`src/rtl/audio_pkg.sv`:
```
// Shared types and constants for the audio receive scheduler and its sample FIFO.
package audio_pkg;

    localparam int AUDIO_W     = 16;
    localparam int RESYNC_HOLD = 2;
    localparam int HOLD_W      = 2;

    typedef enum logic [1:0] {
        ST_IDLE   = 2'd0,
        ST_FILL   = 2'd1,
        ST_PLAY   = 2'd2,
        ST_RESYNC = 2'd3
    } sched_state_t;

    // States in which the receiver is running and words are accepted.
    function automatic logic is_rx_state(input sched_state_t s);
        return (s == ST_FILL) || (s == ST_PLAY);
    endfunction

endpackage

```
`src/rtl/audio_sample_fifo.sv`:
```
// Single-clock sample FIFO: pointers carry one wrap bit so level = wr - rd distinguishes full from empty.
module audio_sample_fifo
    import audio_pkg::*;
#(
    parameter int WIDTH = AUDIO_W,
    parameter int DEPTH = 16
) (
    input  logic                       clk,
    input  logic                       reset,
    input  logic                       flush,
    input  logic                       push,
    input  logic                       pop,
    input  logic [WIDTH-1:0]           wdata,
    output logic [WIDTH-1:0]           rdata,
    output logic                       full,
    output logic                       empty,
    output logic [$clog2(DEPTH):0]     level
);

    localparam int AW = $clog2(DEPTH);
    localparam logic [AW:0] DEPTH_L = (AW+1)'(DEPTH);

    logic [WIDTH-1:0] mem_r [DEPTH];
    logic [AW:0]      wr_ptr_r;
    logic [AW:0]      rd_ptr_r;
    logic             do_push_s;
    logic             do_pop_s;

    assign level = wr_ptr_r - rd_ptr_r;
    assign full  = (level == DEPTH_L);
    assign empty = (level == '0);
    assign rdata = mem_r[rd_ptr_r[AW-1:0]];

    // Guard against pushing into a full FIFO or popping an empty one.
    always_comb begin
        do_pop_s  = pop && !empty;
        do_push_s = push && (!full || do_pop_s);
    end

    // Pointer update; flush empties the FIFO without touching storage.
    always_ff @(posedge clk) begin
        if (!reset) begin
            wr_ptr_r <= '0;
            rd_ptr_r <= '0;
        end else if (flush) begin
            wr_ptr_r <= '0;
            rd_ptr_r <= '0;
        end else begin
            if (do_push_s) begin
                wr_ptr_r <= wr_ptr_r + (AW+1)'(1);
            end
            if (do_pop_s) begin
                rd_ptr_r <= rd_ptr_r + (AW+1)'(1);
            end
        end
    end

    // Storage write; a write at full lands on the slot being read this cycle, whose old value is already on rdata.
    always_ff @(posedge clk) begin
        if (do_push_s && !flush) begin
            mem_r[wr_ptr_r[AW-1:0]] <= wdata;
        end
    end

endmodule

```
`src/rtl/audio_rx_scheduler.sv`:
```
// Sequences the serial audio receiver, buffers its words and releases them at the sample-rate tick.
// Build option: AUDIO_SCHED_UNDERRUN_HOLD_EN holds the last sample on underrun instead of emitting silence.
module audio_rx_scheduler
    import audio_pkg::*;
#(
    parameter int clock_max     = 25_000_000,
    parameter int sample_rate   = 48_000,
    parameter int FIFO_DEPTH    = 16,
    parameter int RESYNC_CYCLES = 2_500
) (
    input  logic                          clk_25mhz,
    input  logic                          reset,
    input  logic                          enable,
    input  logic                          rx_data_ready,
    input  logic [AUDIO_W-1:0]            rx_audio,
    output logic                          rx_active,
    output logic                          sample_tick,
    output logic [AUDIO_W-1:0]            sample_out,
    output logic                          sample_valid,
    output logic [$clog2(FIFO_DEPTH):0]   fifo_level,
    output logic                          underrun,
    output logic                          overrun,
    output logic                          resync
);

    localparam int DIV    = clock_max / sample_rate;
    localparam int TICK_W = (DIV > 1) ? $clog2(DIV) : 1;
    localparam int WD_W   = (RESYNC_CYCLES > 1) ? $clog2(RESYNC_CYCLES) : 1;
    localparam int LVL_W  = $clog2(FIFO_DEPTH) + 1;

    localparam logic [TICK_W-1:0] TICK_LAST = TICK_W'(DIV - 1);
    localparam logic [WD_W-1:0]   WD_LAST   = WD_W'(RESYNC_CYCLES - 1);
    localparam logic [LVL_W-1:0]  HALF_LVL  = LVL_W'(FIFO_DEPTH / 2);
    localparam logic [HOLD_W-1:0] HOLD_LAST = HOLD_W'(RESYNC_HOLD - 1);

    sched_state_t        state_r, next_state_s;
    logic [TICK_W-1:0]   tick_cnt_r, tick_cnt_next_s;
    logic [WD_W-1:0]     wd_cnt_r, wd_cnt_next_s;
    logic [HOLD_W-1:0]   hold_cnt_r, hold_cnt_next_s;

    logic                rx_active_r, sample_tick_r, sample_valid_r;
    logic                underrun_r, overrun_r, resync_r;
    logic [AUDIO_W-1:0]  sample_out_r, sample_next_s, underrun_sample_s;

    logic                in_rx_s, trip_s, level_ok_s;
    logic                pop_req_s, push_req_s, overrun_s, flush_s;
    logic                fifo_full_s, fifo_empty_s;
    logic [AUDIO_W-1:0]  fifo_rdata_s;
    logic [LVL_W-1:0]    fifo_level_s;

    audio_sample_fifo #(
        .WIDTH (AUDIO_W),
        .DEPTH (FIFO_DEPTH)
    ) u_fifo (
        .clk   (clk_25mhz),
        .reset (reset),
        .flush (flush_s),
        .push  (push_req_s),
        .pop   (pop_req_s),
        .wdata (rx_audio),
        .rdata (fifo_rdata_s),
        .full  (fifo_full_s),
        .empty (fifo_empty_s),
        .level (fifo_level_s)
    );

`ifdef AUDIO_SCHED_UNDERRUN_HOLD_EN
    assign underrun_sample_s = sample_out_r;
`else
    assign underrun_sample_s = {AUDIO_W{1'b0}};
`endif

    // Next-state logic; a dropped enable overrides every other transition.
    always_comb begin
        next_state_s = state_r;
        if (!enable) begin
            next_state_s = ST_IDLE;
        end else begin
            case (state_r)
                ST_IDLE: next_state_s = ST_FILL;
                ST_FILL: begin
                    if (trip_s) begin
                        next_state_s = ST_RESYNC;
                    end else if (level_ok_s) begin
                        next_state_s = ST_PLAY;
                    end else begin
                        next_state_s = ST_FILL;
                    end
                end
                ST_PLAY: begin
                    if (trip_s) begin
                        next_state_s = ST_RESYNC;
                    end else begin
                        next_state_s = ST_PLAY;
                    end
                end
                ST_RESYNC: begin
                    if (hold_cnt_r == HOLD_LAST) begin
                        next_state_s = level_ok_s ? ST_PLAY : ST_FILL;
                    end else begin
                        next_state_s = ST_RESYNC;
                    end
                end
                default: next_state_s = ST_IDLE;
            endcase
        end
    end

    // FIFO policy, watchdog and counter next values; the pop acts on the tick registered last cycle.
    always_comb begin
        in_rx_s     = is_rx_state(state_r);
        trip_s      = in_rx_s && (wd_cnt_r == WD_LAST);
        level_ok_s  = (fifo_level_s >= HALF_LVL);
        pop_req_s   = (state_r == ST_PLAY) && sample_tick_r && enable;
        push_req_s  = in_rx_s && rx_data_ready && enable;
        overrun_s   = push_req_s && fifo_full_s && !pop_req_s;
        flush_s     = !enable || (state_r == ST_IDLE);

        if (pop_req_s) begin
            sample_next_s = fifo_empty_s ? underrun_sample_s : fifo_rdata_s;
        end else begin
            sample_next_s = sample_out_r;
        end

        if ((next_state_s == ST_IDLE) || (next_state_s == ST_FILL)) begin
            tick_cnt_next_s = '0;
        end else if ((state_r == ST_PLAY) && (next_state_s == ST_PLAY)) begin
            tick_cnt_next_s = (tick_cnt_r == TICK_LAST) ? '0 : tick_cnt_r + TICK_W'(1);
        end else begin
            tick_cnt_next_s = tick_cnt_r;
        end

        if (in_rx_s && is_rx_state(next_state_s) && !rx_data_ready) begin
            wd_cnt_next_s = wd_cnt_r + WD_W'(1);
        end else begin
            wd_cnt_next_s = '0;
        end

        if ((state_r == ST_RESYNC) && (next_state_s == ST_RESYNC)) begin
            hold_cnt_next_s = hold_cnt_r + HOLD_W'(1);
        end else begin
            hold_cnt_next_s = '0;
        end
    end

    // State, counters and registered outputs.
    always_ff @(posedge clk_25mhz) begin
        if (!reset) begin
            state_r        <= ST_IDLE;
            tick_cnt_r     <= '0;
            wd_cnt_r       <= '0;
            hold_cnt_r     <= '0;
            rx_active_r    <= 1'b0;
            sample_tick_r  <= 1'b0;
            sample_out_r   <= {AUDIO_W{1'b0}};
            sample_valid_r <= 1'b0;
            underrun_r     <= 1'b0;
            overrun_r      <= 1'b0;
            resync_r       <= 1'b0;
        end else begin
            state_r        <= next_state_s;
            tick_cnt_r     <= tick_cnt_next_s;
            wd_cnt_r       <= wd_cnt_next_s;
            hold_cnt_r     <= hold_cnt_next_s;
            rx_active_r    <= is_rx_state(next_state_s);
            sample_tick_r  <= (state_r == ST_PLAY) && (next_state_s == ST_PLAY) && (tick_cnt_r == TICK_LAST);
            sample_out_r   <= sample_next_s;
            sample_valid_r <= pop_req_s;
            underrun_r     <= pop_req_s && fifo_empty_s;
            overrun_r      <= overrun_s;
            resync_r       <= trip_s && enable;
        end
    end

    assign rx_active    = rx_active_r;
    assign sample_tick  = sample_tick_r;
    assign sample_out   = sample_out_r;
    assign sample_valid = sample_valid_r;
    assign fifo_level   = fifo_level_s;
    assign underrun     = underrun_r;
    assign overrun      = overrun_r;
    assign resync       = resync_r;

endmodule

```
`config.mk`:
```
export PLATFORM = sky130hd
export DESIGN_NAME = audio_rx_scheduler
export DESIGN_NICKNAME = d
export VERILOG_FILES = /design/src/rtl/audio_pkg.sv /design/src/rtl/audio_sample_fifo.sv /design/src/rtl/audio_rx_scheduler.sv
export SDC_FILE = /design/constraint.sdc
export NUM_CORES = 1
export LEC_CHECK = 0
export ABC_CLOCK_PERIOD_IN_PS = 3600
export CORE_MARGIN = 1.5
export CORE_UTILIZATION = 60
export DETAILED_ROUTE_END_ITERATION = 10
export PLACE_DENSITY = 0.75
export SLEW_MARGIN = 25
export SYNTH_ARGS = -nofsm -noshare
export SYNTH_HDL_FRONTEND = slang
export SYNTH_HIERARCHICAL = 1
export SYNTH_SLANG_ARGS = --single-unit
```
`constraint.sdc`:
```
create_clock -name clk_25mhz -period 3.6 [get_ports clk_25mhz]
set_input_delay 0.72 -clock clk_25mhz [delete_from_list [all_inputs] [get_ports clk_25mhz]]
set_output_delay 0.72 -clock clk_25mhz [all_outputs]
set_load 0.03 [all_outputs]
```
# After elaboration in Yosys (flattened, before gate mapping)
# Memories as Yosys holds them, arrays and structs flattened. A register that Yosys moved wholly into a read port is not among the register bits.
# Cells that the tools add are included.
# totals
ff_bits	58
mem_bits_rw	256
input_bits	20
word_cells	79
n_memories	1
# memory_table
name	depth	word_bits	rd	rd_clocked_by_memory_dff	write_ports	line_no	source
u_fifo.mem_r	16	16	1	1	1	audio_sample_fifo.sv:23	logic [WIDTH-1:0] mem_r [DEPTH];
# op_classes
n_addsub	6
order_cmp	1
n_eq_ne	10
muxes	12
n_bitwise	1
n_reduce_logical	35
# ops
cell	count
logical AND 1 bit	17
two-way mux 16 bit	1
adder 12 x 1 -> 12 bit, second input constant	1
== test 12 bit, second input constant	1
adder 10 x 1 -> 10 bit, second input constant	1
adder 5 x 1 -> 5 bit, second input constant	2
== test 10 bit, second input constant	1
two-way mux 10 bit	1
== test 2 bit, second input constant	4
two-way mux 2 bit	4
two-way mux 4 bit	2
one-hot mux 2 bit (4 select lines)	1
== test 2 x 1 -> 1 bit, second input constant	3
logical NOT 1 bit	6
== test 5 bit, second input constant	1
>= comparator 5 x 4 -> 1 bit, second input constant	1
logical NOT 5 bit	1
logical OR 1 bit	5
subtractor 5 bit	1
logical NOT 2 bit	2
AND reduction 2 bit	2
OR reduction 2 bit	2
two-way mux 1 bit	3
adder 2 x 1 -> 2 bit, second input constant	1
NOT 1 bit	1

# Longest topological paths before layout
# depth
ltp_word	11
mapped_depth	16

# By module
# The synthesis kept the hierarchy.
# modules_own_cells
module	instances	cells_per_inst	area_per_inst_um2
audio_sample_fifo	1	472	10520.1
audio_rx_scheduler	1	200	1965.6

# Worst setup path after synthesis
# OpenSTA, ideal clock, no wires.
# synth_path
kind	register to register
start	reg u_fifo.wr_ptr_r[0]
end	mem u_fifo/mem_r[0][0] (netlist name), enable pin
t_arrival_ns	3.106
path_slack_ns	0.106
stages_incl_launch_ff	10
n_path_buf	0
period_less_slack_ns	3.494
cell_sequence	dfxtp_1 > inv_1 > ha_1 > inv_1 > fa_1 > xor2_1 > nand4b_2 > a2111oi_4 > or3_1 > nor2_1
# synth_between
elab_chain_cells	9
# synth_lines
item	line_no	source
from (decl)	audio_sample_fifo.sv:24	logic [AW:0] wr_ptr_r;
from (signal assigned)	audio_sample_fifo.sv:50	wr_ptr_r <= wr_ptr_r + (AW+1)'(1);
subtractor 5 bit (*)	audio_sample_fifo.sv:29	assign level = wr_ptr_r - rd_ptr_r;
net fifo_level[2]	audio_rx_scheduler.sv:20	output logic [$clog2(FIFO_DEPTH):0] fifo_level,
logical NOT 5 bit	audio_sample_fifo.sv:31	assign empty = (level == '0);
logical NOT 1 bit	audio_sample_fifo.sv:36	do_pop_s = pop && !empty;
logical AND 1 bit	audio_sample_fifo.sv:36	
logical OR 1 bit (*)	audio_sample_fifo.sv:37	do_push_s = push && (!full || do_pop_s);
logical AND 1 bit (*)	audio_sample_fifo.sv:37	
logical AND 1 bit (*)	audio_sample_fifo.sv:60	if (do_push_s && !flush) begin
two-way mux 1 bit (*)	audio_sample_fifo.sv:60	
two-way mux 1 bit (not written as such) (*)	audio_sample_fifo.sv:61	mem_r[wr_ptr_r[AW-1:0]] <= wdata;
to (decl)	audio_sample_fifo.sv:23	
# Mark *: on every way through the listed nets, which the timed path passes. The rest lies on a longest branch.

# Worst setup path after layout
# layout_path
start	reg u_fifo.wr_ptr_r[0]
end	out fifo_level[2]
# layout_between
elab_chain_cells	1
# layout_lines
item	line_no
subtractor 5 bit	audio_sample_fifo.sv:29
to (decl)	audio_rx_scheduler.sv:20
# Every way passes these cells.

==> summary.txt <==
syn_nets -> 714
Post-synth EDFFs -> 256
Layout area overhead -> 15.8%
met3 wire length -> 1.59 mm
hold path endpoint -> hold_cnt_r[0]$_SDFF_PN0_
grt ovf -> 0
CP Launch Type -> register
CTS max path bufs -> 3
Combinational Power Share -> 1.2%
worst slew pin tran -> 0.650 ns
Bufs and invs on worst path -> 3
Yosys reg bits -> 318
Hold Crit Depth -> 1
most common flop cell mapped by yosys -> edfxtp_1
Simple-Gate Fraction of Synth Area -> 5.79%
Post-Synthesis Cells -> 672
largest family of logic cells by synthesized area -> multiplexers
Final Critical Period -> 3.41 ns
die extent in x -> 147 um
top layer in use -> met4
Critical Path RT -> 2.88 ns
Final Non-Filler Cells -> 1,052
PD cells -> 496 nW/um2
Worst Skew -> 0.0140 ns
Tcrit/Tclk final -> 94.7%
Rel. slew slack -> 56.6%
r2r endpoint -> wd_cnt_r[4]$_SDFF_PN0_
R2R setup slack -> 0.25 ns
WL final -> 25.7 mm
GRT Util Overall -> 24.6%
Initial Utilization -> 61.5%
CTS sink count -> 318
status -> complete, no violations
port buffer count -> 46
most frequent cells in the layout -> edfxtp_1, mux4_2, dfxtp_1
Max Cap Viol -> 0
R2R Path Start -> u_fifo/wr_ptr_r[0]$_SDFFE_PP0P_
depth of the CTS H-tree -> 1
core box area -> 20,300 um2
Setup Viol. Count Final -> 0
DR DRC count -> 0
Clk pwr share -> 43.5%
Post-synth ARST share -> 0%
Pint -> 5.79 mW
Starting DRT DRC Count -> 542
Crit-path slowest cell -> clkdlybuf4s50_1
share of layout cells above drive strength 1 -> 22.6%
Clk Latency, worst-skew pair -> 0.55 ns
metal2 WL -> 13.3 mm
Fin. Hold Viols -> 0
Synth Area in Compound Gates -> 3.08%
Nets -> 799
Syn Area/Cell -> 18.6 um2
Final Core Density -> 71.2%
Hold Crit Start -> hold_cnt_r[0]$_SDFF_PN0_
Crit Path Category -> register to output port
sequential share of power -> 55.3%
delay-heaviest family, CP -> buffers and inverters
switching share of total power -> 19.3%
worst-path cell chain -> inv_1 > ha_1 > inv_1 > fa_1 > xor2_1 > clkdlybuf4s50_1
VDD IR max -> 0.460 mV
CTS Root Cell -> clkbuf_16
area of the mapped netlist -> 12,500 um2
gpl congestion -> 0.891
filler cell count -> 1,241
most common cell after layout, fill and taps aside -> edfxtp_1
Final HPWL DP -> 14.9 mm
hold slack -> 0.422 ns
Crit path depth -> 6
multiplexer share of the synthesized area -> 14.4%
Psw -> 1.39 mW
clk slew on worst S/H paths -> 0.06 ns
placed cell count -> 994
CP most frequent cell -> inv_1
Largest stage delay, worst path -> 0.73 ns
Crit Path Max Fanout -> 5
routed vias -> 6,578
first-pass GRT wire length -> 39.9 mm
WL met1 -> 10.3 mm
Die ar. -> 21,700 um2
Yosys warnings -> 6
Crit. End Element -> output port
achievable frequency -> 0.293 GHz
TritonCTS Buffers -> 31
largest net degree at the start of global routing -> 65
Unique masters post-synth -> 48
P_leak -> 4.61 nW
fin. max-slew vios -> 0
WL/cell -> 24.4 um
Antenna Cells -> 0
sequential area share after synthesis -> 71.5%
vias per cell -> 6.25
Top Ports -> 47
initial antenna violation count -> 0
Synth Area in XOR/XNOR -> 1.47%
chip height -> 147 um
Sequential cell area -> 8930 um2
CP Data Arrival Time -> 2.69 ns
1st-pass router iterations -> 4
CTS Hold Buffers Added -> 0
TritonCTS clock tree -> yes
antenna-violating nets left -> 0
path depth of the worst reg2reg path -> 15
FP Rows -> 52
area of the multi-input gates -> 3400 um2
HP Class -> register to register
vias in the first global route -> 6,733
Synth Area in Adders -> 2.26%
## logic make-up after synthesis
family / after synthesis
flops: 318
simple gates: 138
fa+ha+maj: 22
buf+inv: 41
mux: 80
compound gates: 52
xor+xnor: 21
## state kept, by name, summed over array words and instances (netlist names), named ones only
signal	count
wd_cnt_r	12
overrun	1
underrun	1
u_fifo/mem_r	256
state_r	2
rx_active	1
u_fifo/rd_ptr_r	5
resync	1
tick_cnt_r	10
sample_out	16
sample_tick	1
hold_cnt_r	2
sample_valid	1
u_fifo/wr_ptr_r	5
## through the flow
step	total power, mW	area (um2)	setup WS, ns	setup TNS, ns
2_1_floorplan	4.07	12500	0.106	0
3_3_place_gp	4.12	13400	0.327	0
3_5_place_dp	4.13	13400	0.0668	0
4_1_cts	7.22	14400	0.0419	0
5_1_grt	7.37	14500	-0.00260	-0.00260
6_report	7.18	14500	0.190	0
## what timing repair did
item	4_1_cts	5_1_grt
setup buffers	0	0
resized for setup	0	9
endpoints found under the setup margin	0	23
## routing by layer
metal	vias up	GRT usage [%]
li1	2869	-
met1	3426	33.6
met2	241	42.5
met3	42	3.57
met4	0	5.95
met5	-	0
## cells in the mapped netlist (7+ instances only)
| master | number | area, um2 |
|---|---|---|
| nand3_1 | 15 | 75.1 |
| a22o_1 | 16 | 140 |
| buf_2 | 7 | 35.0 |
| mux4_2 | 80 | 1800 |
| nor2_1 | 48 | 180 |
| nand4_1 | 9 | 56.3 |
| a21oi_1 | 15 | 75.1 |
| or3_1 | 7 | 43.8 |
| xor2_1 | 17 | 149 |
| dfxtp_1 | 62 | 1240 |
| inv_1 | 17 | 63.8 |
| and3_1 | 8 | 50.1 |
| nand2_1 | 16 | 60.1 |
| ha_1 | 21 | 263 |
| edfxtp_1 | 256 | 7690 |
| o21ai_0 | 9 | 45.0 |
## final cells by class
class / count / share of cell area, %
clock buffers: 42 / 6.13
clock inverters: 16 / 0.831
inverters: 17 / 0.441
multi-input cells: 313 / 23.5
flip-flops and latches: 318 / 61.8
well taps: 270 / 2.34
repair buffers: 76 / 4.95
## power by group through the flow
stage / sequential (mW) / combinational, mW / clock [mW]
2_1_floorplan: 4.05 / 0.0181 / 0
3_3_place_gp: 4.05 / 0.0795 / 0
3_5_place_dp: 4.05 / 0.0867 / 0
4_1_cts: 3.97 / 0.0873 / 3.17
5_1_grt: 3.96 / 0.0976 / 3.31
6_report: 3.97 / 0.0885 / 3.12
## worst max-delay path by stage
stage	endpoint	startpoint
global route	wd_cnt_r[4]$_SDFF_PN0_	u_fifo/wr_ptr_r[0]$_SDFFE_PP0P_
CTS	fifo_level[4]	u_fifo/wr_ptr_r[0]$_SDFFE_PP0P_
global placement	tick_cnt_r[9]$_SDFFE_PP0P_	u_fifo/wr_ptr_r[0]$_SDFFE_PP0P_
floorplan	u_fifo/mem_r[0][0]$_DFFE_PP_	u_fifo/wr_ptr_r[0]$_SDFFE_PP0P_
finish	fifo_level[2]	u_fifo/wr_ptr_r[0]$_SDFFE_PP0P_
detailed placement	tick_cnt_r[2]$_SDFFE_PP0P_	u_fifo/wr_ptr_r[0]$_SDFFE_PP0P_
(Power assumes the default switching activity.)
